### src/rtl/mem_port_arbiter.sv
// Arbitrates the shared instruction/data memory port between IF fetch and MEM-stage
// load/store, sequencing each access through a req/gnt/done handshake.

module mux2_n #(
  parameter int N = 32
) (
  input  logic         sel,
  input  logic [N-1:0] in0,
  input  logic [N-1:0] in1,
  output logic [N-1:0] out_y
);
  assign out_y = sel ? in1 : in0;
endmodule

module mem_port_arbiter #(
  parameter int AW       = 32,
  parameter int MAX_WAIT = 4,
  parameter int CW       = 3
) (
  input  logic          clk,
  input  logic          rst_n,
  input  logic          if_req,
  input  logic [AW-1:0] if_addr,
  input  logic          dm_req,
  input  logic [AW-1:0] dm_addr,
  input  logic          dm_we,
  input  logic          mem_ack,
  output logic          mem_req,
  output logic          mem_we,
  output logic [AW-1:0] mem_addr,
  output logic          addr_sel,
  output logic          if_gnt,
  output logic          dm_gnt,
  output logic          if_done,
  output logic          dm_done
);

  typedef enum logic [1:0] {
    IDLE    = 2'd0,
    BUSY_IF = 2'd1,
    BUSY_DM = 2'd2
  } state_e;

  localparam logic [CW-1:0] MAX_CNT = CW'(MAX_WAIT);

  state_e        state_q, state_d;
  logic [CW-1:0] wait_cnt_q, wait_cnt_d;
  logic          mem_req_q, mem_req_d;
  logic          mem_we_q, mem_we_d;
  logic          addr_sel_q, addr_sel_d;
  logic          if_gnt_q, if_gnt_d;
  logic          dm_gnt_q, dm_gnt_d;
  logic          if_done_q, if_done_d;
  logic          dm_done_q, dm_done_d;
  logic          if_wins;

  // MEM stage wins contention unless IF has already lost MAX_WAIT arbitrations in a row.
  assign if_wins = if_req && (!dm_req || (wait_cnt_q >= MAX_CNT));

  // NOTE: sequential state uses non-blocking assignments so every flop samples pre-edge values.
  always_ff @(posedge clk or negedge rst_n) begin
    if (!rst_n) begin
      state_q    <= IDLE;
      wait_cnt_q <= '0;
      mem_req_q  <= 1'b0;
      mem_we_q   <= 1'b0;
      addr_sel_q <= 1'b0;
      if_gnt_q   <= 1'b0;
      dm_gnt_q   <= 1'b0;
      if_done_q  <= 1'b0;
      dm_done_q  <= 1'b0;
    end else begin
      state_q    <= state_d;
      wait_cnt_q <= wait_cnt_d;
      mem_req_q  <= mem_req_d;
      mem_we_q   <= mem_we_d;
      addr_sel_q <= addr_sel_d;
      if_gnt_q   <= if_gnt_d;
      dm_gnt_q   <= dm_gnt_d;
      if_done_q  <= if_done_d;
      dm_done_q  <= dm_done_d;
    end
  end

  // NOTE: every signal assigned here gets a default first, so no path can infer a latch.
  always_comb begin
    state_d    = state_q;
    wait_cnt_d = wait_cnt_q;
    unique case (state_q)
      IDLE: begin
        if (if_wins) begin
          state_d    = BUSY_IF;
          wait_cnt_d = '0;
        end else if (dm_req) begin
          state_d = BUSY_DM;
          if (if_req && (wait_cnt_q < MAX_CNT)) begin
            wait_cnt_d = wait_cnt_q + CW'(1);
          end
        end
      end
      BUSY_IF, BUSY_DM: begin
        if (mem_ack) begin
          state_d = IDLE;
        end
      end
      default: state_d = IDLE;
    endcase
  end

  // Registered outputs are computed from the transition about to be taken.
  always_comb begin
    mem_req_d  = (state_d != IDLE);
    if_gnt_d   = (state_d == BUSY_IF);
    dm_gnt_d   = (state_d == BUSY_DM);
    if_done_d  = (state_q == BUSY_IF) && (state_d == IDLE);
    dm_done_d  = (state_q == BUSY_DM) && (state_d == IDLE);
    mem_we_d   = mem_we_q;
    addr_sel_d = addr_sel_q;
    if ((state_q == IDLE) && (state_d != IDLE)) begin
      addr_sel_d = (state_d == BUSY_DM);
      mem_we_d   = dm_we && (state_d == BUSY_DM);
    end else if (state_d == IDLE) begin
      mem_we_d = 1'b0;
    end
  end

  mux2_n #(.N(AW)) u_addr_mux (
    .sel   (addr_sel_q),
    .in0   (if_addr),
    .in1   (dm_addr),
    .out_y (mem_addr)
  );

  assign mem_req  = mem_req_q;
  assign mem_we   = mem_we_q;
  assign addr_sel = addr_sel_q;
  assign if_gnt   = if_gnt_q;
  assign dm_gnt   = dm_gnt_q;
  assign if_done  = if_done_q;
  assign dm_done  = dm_done_q;

endmodule

### config.mk
export PLATFORM = sky130hd
export DESIGN_NAME = mem_port_arbiter
export DESIGN_NICKNAME = d
export VERILOG_FILES = /design/src/rtl/mem_port_arbiter.sv
export SDC_FILE = /design/constraint.sdc
export NUM_CORES = 1
export LEC_CHECK = 0
export CAP_MARGIN = 40
export CORE_ASPECT_RATIO = 0.9
export CORE_MARGIN = 2
export CORE_UTILIZATION = 60
export CTS_CLUSTER_SIZE = 14
export DETAILED_ROUTE_END_ITERATION = 10
export DONT_BUFFER_PORTS = 1
export GPL_TIMING_DRIVEN = 0
export PLACE_DENSITY = 0.76
export SLEW_MARGIN = 20
export SYNTH_ARGS = -nofsm -noshare
export SYNTH_HDL_FRONTEND = slang
export SYNTH_HIERARCHICAL = 1
export SYNTH_SLANG_ARGS = --single-unit
### constraint.sdc
create_clock -name clk -period 2.2 [get_ports clk]
set_input_delay 0.55 -clock clk [delete_from_list [all_inputs] [get_ports clk]]
set_output_delay 0.55 -clock clk [all_outputs]
set_load 0.03 [all_outputs]
==> results of run 1 <==
[worst min-delay path, stage by stage]
cell	delay [ns]
o21ai_2	0.05
nand3_1	0.07
a21oi_1	0.07
[worst paths after layout]
kind / end / slack, ns / depth (start not counted)
min in group asynchronous: if_gnt / 0.70 / 1
worst max register to register: addr_sel / 0.47 / 6
worst min-delay path: mem_we / 0.50 / 3
worst max-delay path: mem_addr[10] / 0.11 / 3
max in group asynchronous: addr_sel / 1.11 / 1
worst min register to register: wait_cnt_q[1] / 0.53 / 1
[through the flow]
step / total power (W) / area (sq um) / utilization / hold WS (ns) / setup slack (ns)
after floorplan: 0.00165 / 1130 / - / 0.254 / 0.459
after global placement: 0.00175 / 1160 / 0.677 / 0.255 / 0.404
after detailed placement: 0.00178 / 1160 / 0.677 / 0.255 / 0.397
after CTS: 0.00196 / 1210 / 0.704 / 0.504 / 0.0919
after global routing: 0.00205 / 1210 / 0.704 / 0.510 / 0.0485
final: 0.00195 / 1210 / 0.704 / 0.504 / 0.108
[what timing repair did]
| action | CTS | global route |
|---|---|---|
| endpoints found under the hold margin | 12 | 0 |
| buffers inserted | 0 | 0 |
| hold buffers | 1 | 0 |
[sequential cells by signal, indices dropped and copies added, names as in the netlist]
register and flops:
dm_gnt 1, state_q 2, mem_we 1, addr_sel 1
dm_done 1, mem_req 1, wait_cnt_q 3, if_done 1
if_gnt 1
[report_power, final]
part	switching (W)	internal, W
clock network	0.0000762	0.000100
logic	0.000734	0.000568
registers	0.000171	0.000302
total	0.000981	0.000971
[cell families after synthesis]
logic type,share of synthesized area
muxes,0.428
buffers and inverters,0.0762
DFF,0.265
adders and majority gates,0.0552
and+or+nand+nor,0.0939
AOI/OAI and AO/OA,0.0818
[layer usage]
metal	global-route usage	share of wire	up-vias
li1	-	-	323
met1	0.286	0.40	345
met2	0.368	0.50	38
met3	0.0894	0.091	2
met4	0.0167	0.0034	0
met5	0	0	-
[placed cells by master, fill, tap and decap left out, types with 2 or more instances in the layout]
cell type and instances:
mux2_4 30, dfrtp_1 12, ha_1 5, inv_1 4, nor2b_1 4, mux2_2 3, clkbuf_4 3, buf_12 3
nand3b_1 2, o21ai_0 2, a21oi_1 2, nor2_1 2, a22o_1 2
[cell type report]
cell class	count	area [sq um]	area share
Buffer	4	71.3	0.0590
Clock buffer	4	36.3	0.0300
Inverter	4	15.0	0.0124
Multi-Input combinational cell	66	746	0.617
Sequential cell	12	300	0.248
Tap cell	24	30.0	0.0248
Timing Repair Buffer	1	10.0	0.00828
==> flow_summary.yaml, run 1 <==
floorplanning:
  initial_core_util: 0.660
  fp.dieW_microns: 49.8
  die_y_microns: 45.2
  dieArea_sq_um: 2250
  core_area_sq_um: 1720
  num_rows: 14
  pin_count: 109
layout:
  final_nets: 167
  syn2layout_area_growth_pct: 6.74
  layout.cells.non_filler: 115
  drive_above_1_share: 0.505
  antenna_cells: 0
  nFillCells: 139
clocking:
  cts_tree: "done"
  root_buffer: "clkbuf_4"
  htreeDepth: 1
  cts.sinks: 12
  cts_buffers: 3
  ctsResizeCount: 0
  clkTransAtPathRegs_ns: 0.08
  clk_latency_ns: 0.27
  cts_buffer_depth: 2
sta:
  min_period_over_period: 0.951
  rsz0062_at_grt: "false"
  slew_headroom: 0.618
  slew_violations: 0
  final_hold_viol_count: 0
  worstMarginPinSlew_ns: 0.572
  setup_viol: 0
  finalSetupTns_ns: 0
  fmax_ghz: 0.478
  layout_min_cycle_time_ns: 2.09
  skew_ns: 0.00859
power:
  vdd_drop_max_uv: 767
  p_per_area_nw_per_um2: 1610
  cellLeakagePower_nw: 0.590
setup_path:
  critPathTopFamily: "flip-flops"
  r2r-start: "state_q[1]"
  path_class: "reg2out"
  cp_max_fo: 10
  cp.required_ns: 1.65
  critPathLaunchType: "flop"
  cp_cell_sequence: "buf_6 -> buf_12 -> mux2_4"
  setup.worst_path.start: "addr_sel"
  crit_buf_inv: 2
  worstSetupEndpointType: "output pin"
  cp_slowest_cell: "dfrtp_1"
  crit_arrival_ns: 1.54
  max_stage_delay_ns: 0.56
grt:
  grt_max_degree: 13
  antenna_found_initial: 0
  grt_pass1_wl_mm: 3.71
  overflow: 0
  track_usage: 0.221
  grt_pass1_vias: 723
drt:
  dr_total_vias: 708
  drt-total-wl_mm: 2.61
  ant_nets: 0
  drc_errors: 0
  dr.pass1.iters: 3
  via_per_inst: 6.16
  drt-initial-drc-count: 23
  wl_per_cell_microns: 22.7
yosys:
  synth_largest_area_cell: "mux2_4"
  ys_seq_area_frac: 0.265
  synth_edf_count: 0
  syn_inst: 86
  async_flop_share: 1.00
  synth_top_area_frac: 0.398
  yosys-top-cells-area: "mux2_4, dfrtp_1, ha_1"
  syn-cell-area_sq_um: 1130
  yosys-top-cells-count: "mux2_4, dfrtp_1, ha_1, inv_1, nor2b_1"
  yosysMostFrequentCell: "mux2_4"
  ys_seq_elements: 12
  syn_area_per_cell_sq_um: 13.2
  yosys_warnings: 6
  synthFlopType: "dfrtp_1"
  syn_nets: 161
  synth_cell_types: 27
place:
  dp_hpwl_mm: 2.19
  gp_congestion: 0.761
  place_inst: 110
  io_buffers: 0
run:
  drv_cap: 0
hold_path:
  hold_path.class: "in2reg"
  worstHoldStart: "if_req"
outcome:
  status: "finished clean"
No activity file was read; power rests on OpenSTA's default activity.
==> run 2, diff against run 1 <==
Settings changed: CORE_UTILIZATION 60 to 56, CTS_CLUSTER_SIZE 14 to unset, PLACE_DENSITY 0.76 to 0.74.
Clock period 2.2 ns to 1.8 ns, I/O delays scaled along.
==> run 2 against run 1 <==
Net effect: critical endpoint is now mem_addr[4]; clock power grew 21%; critical path depth is the same; routed wire length grew 8.1%; via count grew 0.71%; the flow now finishes with violations (setup timing); power grew 23%.
==> flow_summary.yaml, run 2 (synthesis gave the netlist of run 1 again) <==
sta:
  final_hold_viol_count: 0
  finalSetupTns_ns: -2.85
  slew_headroom: 0.641
  skew_ns: 0.00284
  hold_slack_ns: 0.374
  setup_viol: 32
  slew_violations: 0
  setup_slack_ns: -0.103
  layout_min_cycle_time_ns: 1.90
  min_period_over_period: 1.06
  worstMarginPinSlew_ns: 0.537
  fmax_ghz: 0.525
  rsz0062_at_grt: "true"
clocking:
  htreeDepth: 1
  clkTransAtPathRegs_ns: 0.08
  cts_setup_buffers: 0
  cts_buffer_depth: 2
  root_buffer: "clkbuf_4"
  cts_tree: "done"
  clk_latency_ns: 0.27
  cts_buffers: 3
  cts.sinks: 12
setup_path:
  r2r_setup_slack_ns: 0.11
  critPathLaunchType: "flop"
  r2r-end: "addr_sel"
  cp_num_cells: 3
  setup.worst_path.start: "addr_sel"
  cp_cell_sequence: "buf_6 -> buf_12 -> mux2_4"
  cp_max_fo: 10
  path_class: "reg2out"
  crit_buf_inv: 2
  cp.required_ns: 1.35
  r2r_cells: 6
  crit_end: "mem_addr[4]"
  critPathTopFamily: "flip-flops"
  cp_slowest_cell: "dfrtp_2"
  crit_arrival_ns: 1.45
  r2r-start: "state_q[0]"
  worstSetupEndpointType: "output pin"
  max_stage_delay_ns: 0.49
layout:
  final_nets: 167
  multi_input_area_sq_um: 746
  antenna_cells: 0
  layout_common_cells: "mux2_4, dfrtp_1, ha_1, inv_1, nor2b_1"
  syn2layout_area_growth_pct: 7.18
  final_common_cell: "mux2_4"
  top_regs: "wait_cnt_q x3, state_q x2"
  largest_reg_flops: 3
  largest_register: "wait_cnt_q"
  drive_above_1_share: 0.538
  regArea_sq_um: 304
  nFillCells: 161
grt:
  grt_pass1_vias: 641
  met1_usage: 0.194
  grt_max_degree: 13
  grt_pass1_wl_mm: 3.44
  use_met3: 0.101
  top_usage_layer: "met2"
  track_usage: 0.209
  antenna_found_initial: 0
  grt_use_met2: 0.423
  overflow: 0
floorplanning:
  core_area_sq_um: 1910
  initial_core_util: 0.592
  die_y_microns: 46.7
  fp.dieW_microns: 51.4
  pin_count: 109
  num_rows: 15
  dieArea_sq_um: 2400
place:
  io_buffers: 0
  dp_hpwl_mm: 2.36
  gp_congestion: 0.784
power:
  vdd_drop_max_uv: 1020
  p_per_area_nw_per_um2: 1980
  cellLeakagePower_nw: 0.586
drt:
  wl_per_cell_microns: 24.4
  via_per_inst: 6.15
  ant_nets: 0
  dr.pass1.iters: 4
  drt-total-wl_mm: 2.83
  drt-initial-drc-count: 13
  drc_errors: 0
  dr_total_vias: 713
hold_path:
  hold_path.class: "in2reg"
outcome:
  violations: "setup timing"
  status: "finished, violations left"
run:
  drv_cap: 0
run 2: worst min-delay path by stage:
stage / from / end / slack (ns) / cells after the start
after floorplan: rst_n / addr_sel / 0.15 / 0
after global routing: if_req / mem_we / 0.37 / 3
after CTS: if_req / mem_we / 0.37 / 3
after detailed placement: rst_n / wait_cnt_q[0] / 0.15 / 0
final: if_req / mem_we / 0.37 / 3
after global placement: rst_n / wait_cnt_q[1] / 0.15 / 0
run 2: repair_timing:
action / in CTS / in global routing
resized for setup: 1 / 2
setup endpoints to repair: 32 / 39
hold buffers: 1 / 0
endpoints found under the hold margin: 12 / 0
run 2: final cells by class:
| cell class | count | share of cell area |
|---|---|---|
| repair buffers | 1 | 0.00825 |
| multi-input cells | 66 | 0.614 |
| clock buffers | 4 | 0.0299 |
| plain buffers | 4 | 0.0588 |
| well taps | 25 | 0.0258 |
| inverters | 4 | 0.0124 |
| flip-flops and latches | 12 | 0.251 |
run 2: worst register-to-register path: stages, from the launching register on:
cell	delay [ns]
dfrtp_2	0.44
inv_1	0.08
ha_1	0.31
nor2b_1	0.15
a221o_1	0.42
nand2b_2	0.12
o31ai_2	0.06
run 2: metal layers:
layer	share of wire	routed length [microns]
met5	0	0
met1	0.29	824
met3	0.12	325
met4	0.0028	8
met2	0.59	1670
run 2: report_power, final:
| part | switching [W] | internal [W] |
|---|---|---|
| Combinational | 0.000914 | 0.000695 |
| Sequential | 0.000209 | 0.000376 |
| Clock | 0.0000916 | 0.000123 |
| Total | 0.00121 | 0.00119 |
run 2: stage by stage:
step / power [W] / cell area (sq um) / utilization / setup slack, ns / cells
5_1_grt: 0.00252 / 1210 / 0.634 / -0.134 / 116
3_3_place_gp: 0.00216 / 1160 / 0.608 / 0.103 / 111
6_report: 0.00241 / 1210 / 0.634 / -0.103 / 116
3_5_place_dp: 0.00219 / 1160 / 0.608 / 0.0632 / 111
4_1_cts: 0.00242 / 1210 / 0.633 / -0.108 / 116
2_1_floorplan: 0.00201 / 1130 / - / 0.159 / 86
